===== src/rtl/serial_deser_pkg.sv =====
// Shared types and frame constants for the serial deserializer.
package serial_deser_pkg;

  typedef enum logic [1:0] {
    IDLE   = 2'd0,
    DATA   = 2'd1,
    PARITY = 2'd2,
    STOP   = 2'd3
  } state_e;

  localparam logic START_BIT = 1'b1;
  localparam logic STOP_BIT  = 1'b0;

  // Ceiling log2; callers size the bit counter with clog2(WIDTH+1).
  function automatic int unsigned clog2(input int unsigned n);
    int unsigned r;
    int unsigned v;
    r = 0;
    v = 1;
    while (v < n) begin
      v = v << 1;
      r = r + 1;
    end
    return r;
  endfunction

endpackage


===== src/rtl/deser_shift_reg.sv =====
// MSB-first shift register with running even parity of the shifted bits.
module deser_shift_reg #(
  parameter int unsigned WIDTH = 8
) (
  input  logic             clk,
  input  logic             rst,
  input  logic             clear,
  input  logic             shift_en,
  input  logic             si,
  output logic [WIDTH-1:0] word,
  output logic             parity
);

  logic [WIDTH-1:0] word_q;
  logic             parity_q;

  // Clear at frame start, otherwise shift one bit and fold it into the parity.
  always_ff @(posedge clk) begin
    if (rst) begin
      word_q   <= '0;
      parity_q <= 1'b0;
    end else if (clear) begin
      word_q   <= '0;
      parity_q <= 1'b0;
    end else if (shift_en) begin
      word_q   <= {word_q[WIDTH-2:0], si};
      parity_q <= parity_q ^ si;
    end
  end

  assign word   = word_q;
  assign parity = parity_q;

endmodule


===== src/rtl/serial_deser.sv =====
// Serial frame receiver: start, WIDTH data bits MSB first, even parity, stop.
// Delivers words through a one-entry valid/ready buffer with error pulses.
module serial_deser
  import serial_deser_pkg::*;
#(
  parameter int unsigned WIDTH = 8
) (
  input  logic             clk,
  input  logic             rst,
  input  logic             si,
  output logic [WIDTH-1:0] data_out,
  output logic             data_valid,
  input  logic             data_ready,
  output logic             parity_err,
  output logic             frame_err,
  output logic             overflow
);

  localparam int unsigned CNT_W = clog2(WIDTH + 1);

  state_e           state_q, state_d;
  logic [CNT_W-1:0] cnt_q, cnt_d;
  logic             rx_par_q, rx_par_d;
  logic [WIDTH-1:0] data_out_q, data_out_d;
  logic             data_valid_q, data_valid_d;
  logic             parity_err_q, parity_err_d;
  logic             frame_err_q, frame_err_d;
  logic             overflow_q, overflow_d;

  logic             clear_c;
  logic             shift_en_c;
  logic [WIDTH-1:0] word;
  logic             parity;

  deser_shift_reg #(
    .WIDTH(WIDTH)
  ) u_shift (
    .clk      (clk),
    .rst      (rst),
    .clear    (clear_c),
    .shift_en (shift_en_c),
    .si       (si),
    .word     (word),
    .parity   (parity)
  );

  // State, counter, output buffer and pulse registers.
  always_ff @(posedge clk) begin
    if (rst) begin
      state_q      <= IDLE;
      cnt_q        <= '0;
      rx_par_q     <= 1'b0;
      data_out_q   <= '0;
      data_valid_q <= 1'b0;
      parity_err_q <= 1'b0;
      frame_err_q  <= 1'b0;
      overflow_q   <= 1'b0;
    end else begin
      state_q      <= state_d;
      cnt_q        <= cnt_d;
      rx_par_q     <= rx_par_d;
      data_out_q   <= data_out_d;
      data_valid_q <= data_valid_d;
      parity_err_q <= parity_err_d;
      frame_err_q  <= frame_err_d;
      overflow_q   <= overflow_d;
    end
  end

  // Next-state, frame evaluation and buffer handshake.
  always_comb begin
    state_d      = state_q;
    cnt_d        = cnt_q;
    rx_par_d     = rx_par_q;
    data_out_d   = data_out_q;
    data_valid_d = data_valid_q;
    parity_err_d = 1'b0;
    frame_err_d  = 1'b0;
    overflow_d   = 1'b0;
    clear_c      = 1'b0;
    shift_en_c   = 1'b0;

    // Consumer drains the buffer; a load on the same edge overrides below.
    if (data_valid_q && data_ready) begin
      data_valid_d = 1'b0;
    end

    unique case (state_q)
      IDLE: begin
        if (si == START_BIT) begin
          clear_c = 1'b1;
          cnt_d   = '0;
          state_d = DATA;
        end
      end
      DATA: begin
        shift_en_c = 1'b1;
        cnt_d      = cnt_q + CNT_W'(1);
        if (cnt_q == CNT_W'(WIDTH - 1)) begin
          state_d = PARITY;
        end
      end
      PARITY: begin
        rx_par_d = si;
        state_d  = STOP;
      end
      STOP: begin
        state_d = IDLE;
        if (si != STOP_BIT) begin
          frame_err_d = 1'b1;
        end else if (rx_par_q != parity) begin
          parity_err_d = 1'b1;
        end else if (!data_valid_q || data_ready) begin
          data_out_d   = word;
          data_valid_d = 1'b1;
        end else begin
          overflow_d = 1'b1;
        end
      end
      default: begin
        state_d = IDLE;
      end
    endcase
  end

  assign data_out   = data_out_q;
  assign data_valid = data_valid_q;
  assign parity_err = parity_err_q;
  assign frame_err  = frame_err_q;
  assign overflow   = overflow_q;

endmodule


===== config.mk =====
export PLATFORM = sky130hd
export DESIGN_NAME = serial_deser
export DESIGN_NICKNAME = d
export VERILOG_FILES = /design/src/rtl/serial_deser_pkg.sv /design/src/rtl/deser_shift_reg.sv /design/src/rtl/serial_deser.sv
export SDC_FILE = /design/constraint.sdc
export NUM_CORES = 1
export LEC_CHECK = 0
export CAP_MARGIN = 10
export CORE_ASPECT_RATIO = 1.4
export CORE_UTILIZATION = 55
export DETAILED_ROUTE_END_ITERATION = 8
export GPL_ROUTABILITY_DRIVEN = 0
export PLACE_DENSITY = 0.88
export RECOVER_POWER = 25
export SETUP_SLACK_MARGIN = 0.3
export SYNTH_ARGS = -nofsm -noshare
export SYNTH_HDL_FRONTEND = slang
export SYNTH_SLANG_ARGS = --single-unit

===== constraint.sdc =====
create_clock -name clk -period 2.36 [get_ports clk]
set_input_delay 0.236 -clock clk [delete_from_list [all_inputs] [get_ports clk]]
set_output_delay 0.236 -clock clk [all_outputs]
set_load 0.05 [all_outputs]

* After elaboration in Yosys (flattened, before gate mapping) *
Index checks and enable logic that the tools add are counted.
Widths: inputs -> output; s select.

operators by class
  reduce and logical (&&, ||, !) cells = 12
  multiplexer cells = 15
  bitwise operators = 4
  eq/ne operators = 7
  add/subtract/negate cells = 1

operators by type and width
  kind                 count
  $mux 1               10
  $pmux 2 s4           1
  $pmux 4 s2           1
  $add 4x1->4 const B  1
  $eq 2x2->1 const B   2
  $eq 4x3->1 const B   1
  $mux 2               2
  $mux 4               1
  $ne 2x2->1 const B   2
  $reduce_and 2->1     2
  $reduce_and 4->1     1
  $reduce_or 2->1      2
  $reduce_or 4->1      1
  $not 1->1            3
  $reduce_or 3->1      1
  $eq 2x1->1 const B   1
  $logic_not 2->1      1
  $reduce_bool 2->1    1
  $logic_and 1x1->1    1
  $logic_not 1->1      1
  $logic_or 1x1->1     1
  $ne 1x1->1           1
  $xor 1x1->1          1

word-level totals
  word-level logic and storage cells = 49
  output and inout port bits = 12
  input port bits = 4
  flip-flop bits (word level) = 28

* Longest topological paths before layout *
  word-level depth = 6
  depth in mapped cells = 7
  depth with buffers taken out = 5

* Cells and area by module *
From an unflattened synthesis, not the netlist that was laid out.

second synthesis, totals
  cell total of the unflattened synthesis = 125
  area total of the unflattened synthesis = 1213.7 µm²

by module, submodules not included
  module           seq. area each (µm²)  instances  cells each  area an instance (µm²)
  serial_deser     380.4                 1          94          868.3
  deser_shift_reg  180.2                 1          31          345.3

* Least setup slack after synthesis *
Ideal clock, no wire load.

  kind = reg2reg
  from = reg state_q[0]
  to = reg cnt_q[3]
  library setup time = 0.069 ns
  arrival time = 1.410 ns
  clock period less this slack = 1.479 ns
  cell stages (with the launch flop) = 6
  buffers on the path = 0
  setup slack = 0.881 ns
  cells stage by stage = dfxtp_1 -> inv_1 -> ha_1 -> nor2b_2 -> or4b_1 -> o21ai_1

between the ends
  cells in the longest elaborated chain, start to end = 3

RTL lines
  item                                                              RTL line            source
  from (decl)                                                       serial_deser.sv:21  state_e state_q, state_d;
  from (signal assigned)                                            serial_deser.sv:59  state_q <= state_d;
  $eq 2x1->1 or $logic_not 2->1 (tied branches)                     serial_deser.sv:88  unique case (state_q)
  $reduce_bool 2->1 (no source line) or $ne 2x2->1 (tied branches)  n/a
  $reduce_and 2->1 (no source line)                                 n/a
  to (signal assigned)                                              serial_deser.sv:60  cnt_q <= cnt_d;
  to (decl)                                                         serial_deser.sv:22  logic [CNT_W-1:0] cnt_q, cnt_d;

Parallel ways exist; a longest one is shown, timed or not.
A chain may end at the register's enable or synchronous reset.

* Worst setup path in the final report *
  from = reg state_q[1]
  to = reg cnt_q[3]

Same word-level chain as after synthesis.

==> reports/results.tsv <==
metric	value	unit
status	finished clean	
Finished Cell Area	1370	um2
syn nets	132	
origin of the worst min-delay path	data_out[4]	
worst hold stages	2	
via/cell ratio	5.56	
Iter 0 DRT Violations	16	
clock-pin slew on the worst setup and hold paths	0.15	ns
Final HPWL DP	1630	um
CTS resizes	0	
core area	2000	um2
total wire length	2170	um
worst relative slew slack	0.515	
multiplexer share of the synthesized area	0.152	
CP Cell Sequence	inv_1, ha_1, mux2i_1, a32oi_1, o21ai_1	
max-cap violations	0	
top post-synthesis cells by area	dfxtp_1 47%, mux2i_1 15%, nand2_1 7.0%, ha_1 5.3%, nand2b_1 3.2%	
Layout Cells excl Fill	158	
number of I/O port buffers	15	
main combinational cell family by area after synthesis	simple AND/OR/NAND/NOR gates	
met1 Use GR	0.230	
Setup Skew	0.00755	ns
DR vias	878	
Compound-Gate Fraction of Synth Area	0.0643	
gr busiest metal	met2	
wire length per cell	13.8	um
IO Count	16	
antenna cells	0	
Avg Synthesized Cell Area	9.64	um2
Worst-Margin Slew	0.728	ns
setup tns final	0	ns
Ys Warns	0	
CP max stage delay	0.62	ns
Cells after DPL	154	
placed cell area	1340	um2
post-CTS setup buffers	0	
Max VDD drop	487	uV
Horiz. Die Dim	41.3	um
Synth Area in XOR/XNOR	0.0148	
Clock Tree Buf Depth	2	
Synth Cell Area	1190	um2
Pwr per Cell Area	825	nW/um2
DR DRC count	0	
worst r2r src	state_q[1]	
register area share after synthesis	0.473	
fmax	549	MHz
Distinct cells, synth	27	
flops & latches, synth	28	
Leakage	0.508	nW
r2r endpoint	cnt_q[3]	
first-pass GRT wire length	3360	um
site row count	19	
GR Util met3	0.0233	
DRT Pass-1 Iters	4	
filler instances	165	
Hold Buf Count CTS	0	
Yosys top cell by area	dfxtp_1	
CP startpoint kind	flip-flop	
adder-cell area share of the yosys netlist	0.0527	
reg2reg path depth	5	
vias in the first global route	819	
pins over their slew limit	0	
root buf cell	clkbuf_4	
kind of end point of the critical path	flip-flop	
Die Y	56.9	um
Req. time, crit path	2.58	ns
Hold Path End	data_out[4]	
Initial Util	0.594	
NumNets Final	147	
period utilization	0.771	
clk sink count	28	
critical path arrival	2.04	ns
Syn Inst Count	123	
top cell type's share of synthesized area	0.473	
Clk Latency, worst-skew pair	0.33	ns
Final min period	1.82	ns
Hold WC Path Type	reg2reg	
final hold violation count	0	
P&R area growth vs syn	15.7	%
crit path kind	reg2reg	
ANT nets after route	0	
layout cells sized above 1	0.0438	
CP max stage cell	ha_1	
unrepaired setup endpoints after global routing	false	
Die Area	2350	um2
R2R setup slack	0.54	ns
Post-Synth Simple-Gate Area	0.206	
largest net degree at the start of global routing	18	
initial antenna violation count	0	
CTS Buf Count	3	
Max H-tree Level	1	
Remaining Overflow, GRT	0	
GRT Overall Usage	0.208	
Final setup viols	0	
CTS tree	yes	
worst-path fanout max	17	
grt met2 use	0.359	
[metal layers]
metal / routed length, um / up-vias
met5: 0 / -
met4: 42 / 0
met3: 55 / 4
met2: 1130 / 17
met1: 944 / 418
li1: - / 439
[synthesized netlist by cell type]
cell type  instances
or4b_1             1
dfxtp_1           28
o21ai_0            1
nor2b_2            1
nand2b_1           6
and3_1             1
buf_2              3
clkbuf_1           1
nor2_1            10
inv_1              3
buf_4              2
a32o_1             1
nand3_1            1
and3b_1            2
nor3_1             2
xor2_1             1
o211a_1            1
ha_1               5
nor2b_1            1
mux2i_1           18
xnor2_1            1
a32oi_1            2
nand3b_1           3
a211o_1            1
nand2_1           22
o21ai_1            1
a21oi_1            4
[worst max-delay path: cells and delay by family (launching register included)]
| kind | cells | cell delay (ns) |
|---|---|---|
| fa+ha+maj | 1 | 0.62 |
| flops | 1 | 0.37 |
| compound gates | 2 | 0.33 |
| mux | 1 | 0.29 |
| buf+inv | 1 | 0.09 |
[cells by family after synthesis]
kind of cell	after synthesis
muxes	18
xor gates and xnor gates	2
AOI/OAI and AO/OA	11
and+or+nand+nor	50
buffers and inverters	9
adders and majority gates	5
DFF	28
[stage by stage]
stage | utilization | total power, mW | worst slack [ns] | hold slack, ns
CTS | 0.687 | 1.14 | 0.554 | 0.473
detailed placement | 0.669 | 0.916 | 0.517 | 0.455
floorplan | - | 0.846 | 0.881 | 0.382
global placement | 0.669 | 0.894 | 0.593 | 0.442
global route | 0.687 | 1.19 | 0.452 | 0.496
finish | 0.687 | 1.13 | 0.540 | 0.469
[power breakdown]
group	internal [mW]	leakage, nW	switching (mW)	total, mW
combinational	0.157	0.261	0.203	0.360
sequential	0.509	0.226	0.0336	0.543
clock	0.0944	0.0210	0.135	0.230
[cell type report]
cell class                 instances  area [um2]  area share
inverter                           3        11.3     0.00820
timing repair buffer              16         158       0.115
tap                               21        26.3      0.0191
sequential                        28         561       0.408
clock buffer                       4        36.3      0.0264
multi-input combinational         86         581       0.423
[state kept, by name, summed over array words and instances, names as in the netlist]
name and cells:
cnt_q 4, data_out 8, data_valid 1, frame_err 1, overflow 1, parity_err 1
rx_par_q 1, state_q 2, u_shift.parity 1, u_shift.word 8
[worst max path at each step]
stage	slack, ns	to	from
4_1_cts	0.55	cnt_q[3]	state_q[1]
3_3_place_gp	0.59	data_out[7]	si
2_1_floorplan	0.88	cnt_q[3]	state_q[0]
3_5_place_dp	0.52	data_out[1]	si
6_report	0.54	cnt_q[3]	state_q[1]
5_1_grt	0.45	cnt_q[3]	state_q[1]
[placed cells by master (no fill, tap or decap), drive strengths merged, types with 4 or more instances in the layout]
cell	synthesis	routed
a21oi	4	4
nor2	10	10
nand2	22	22
dfxtp	28	28
ha	5	5
nand2b	6	6
mux2i	18	18
clkbuf	1	4
clkdlybuf4s50	0	14
(Power assumes the default switching activity.)
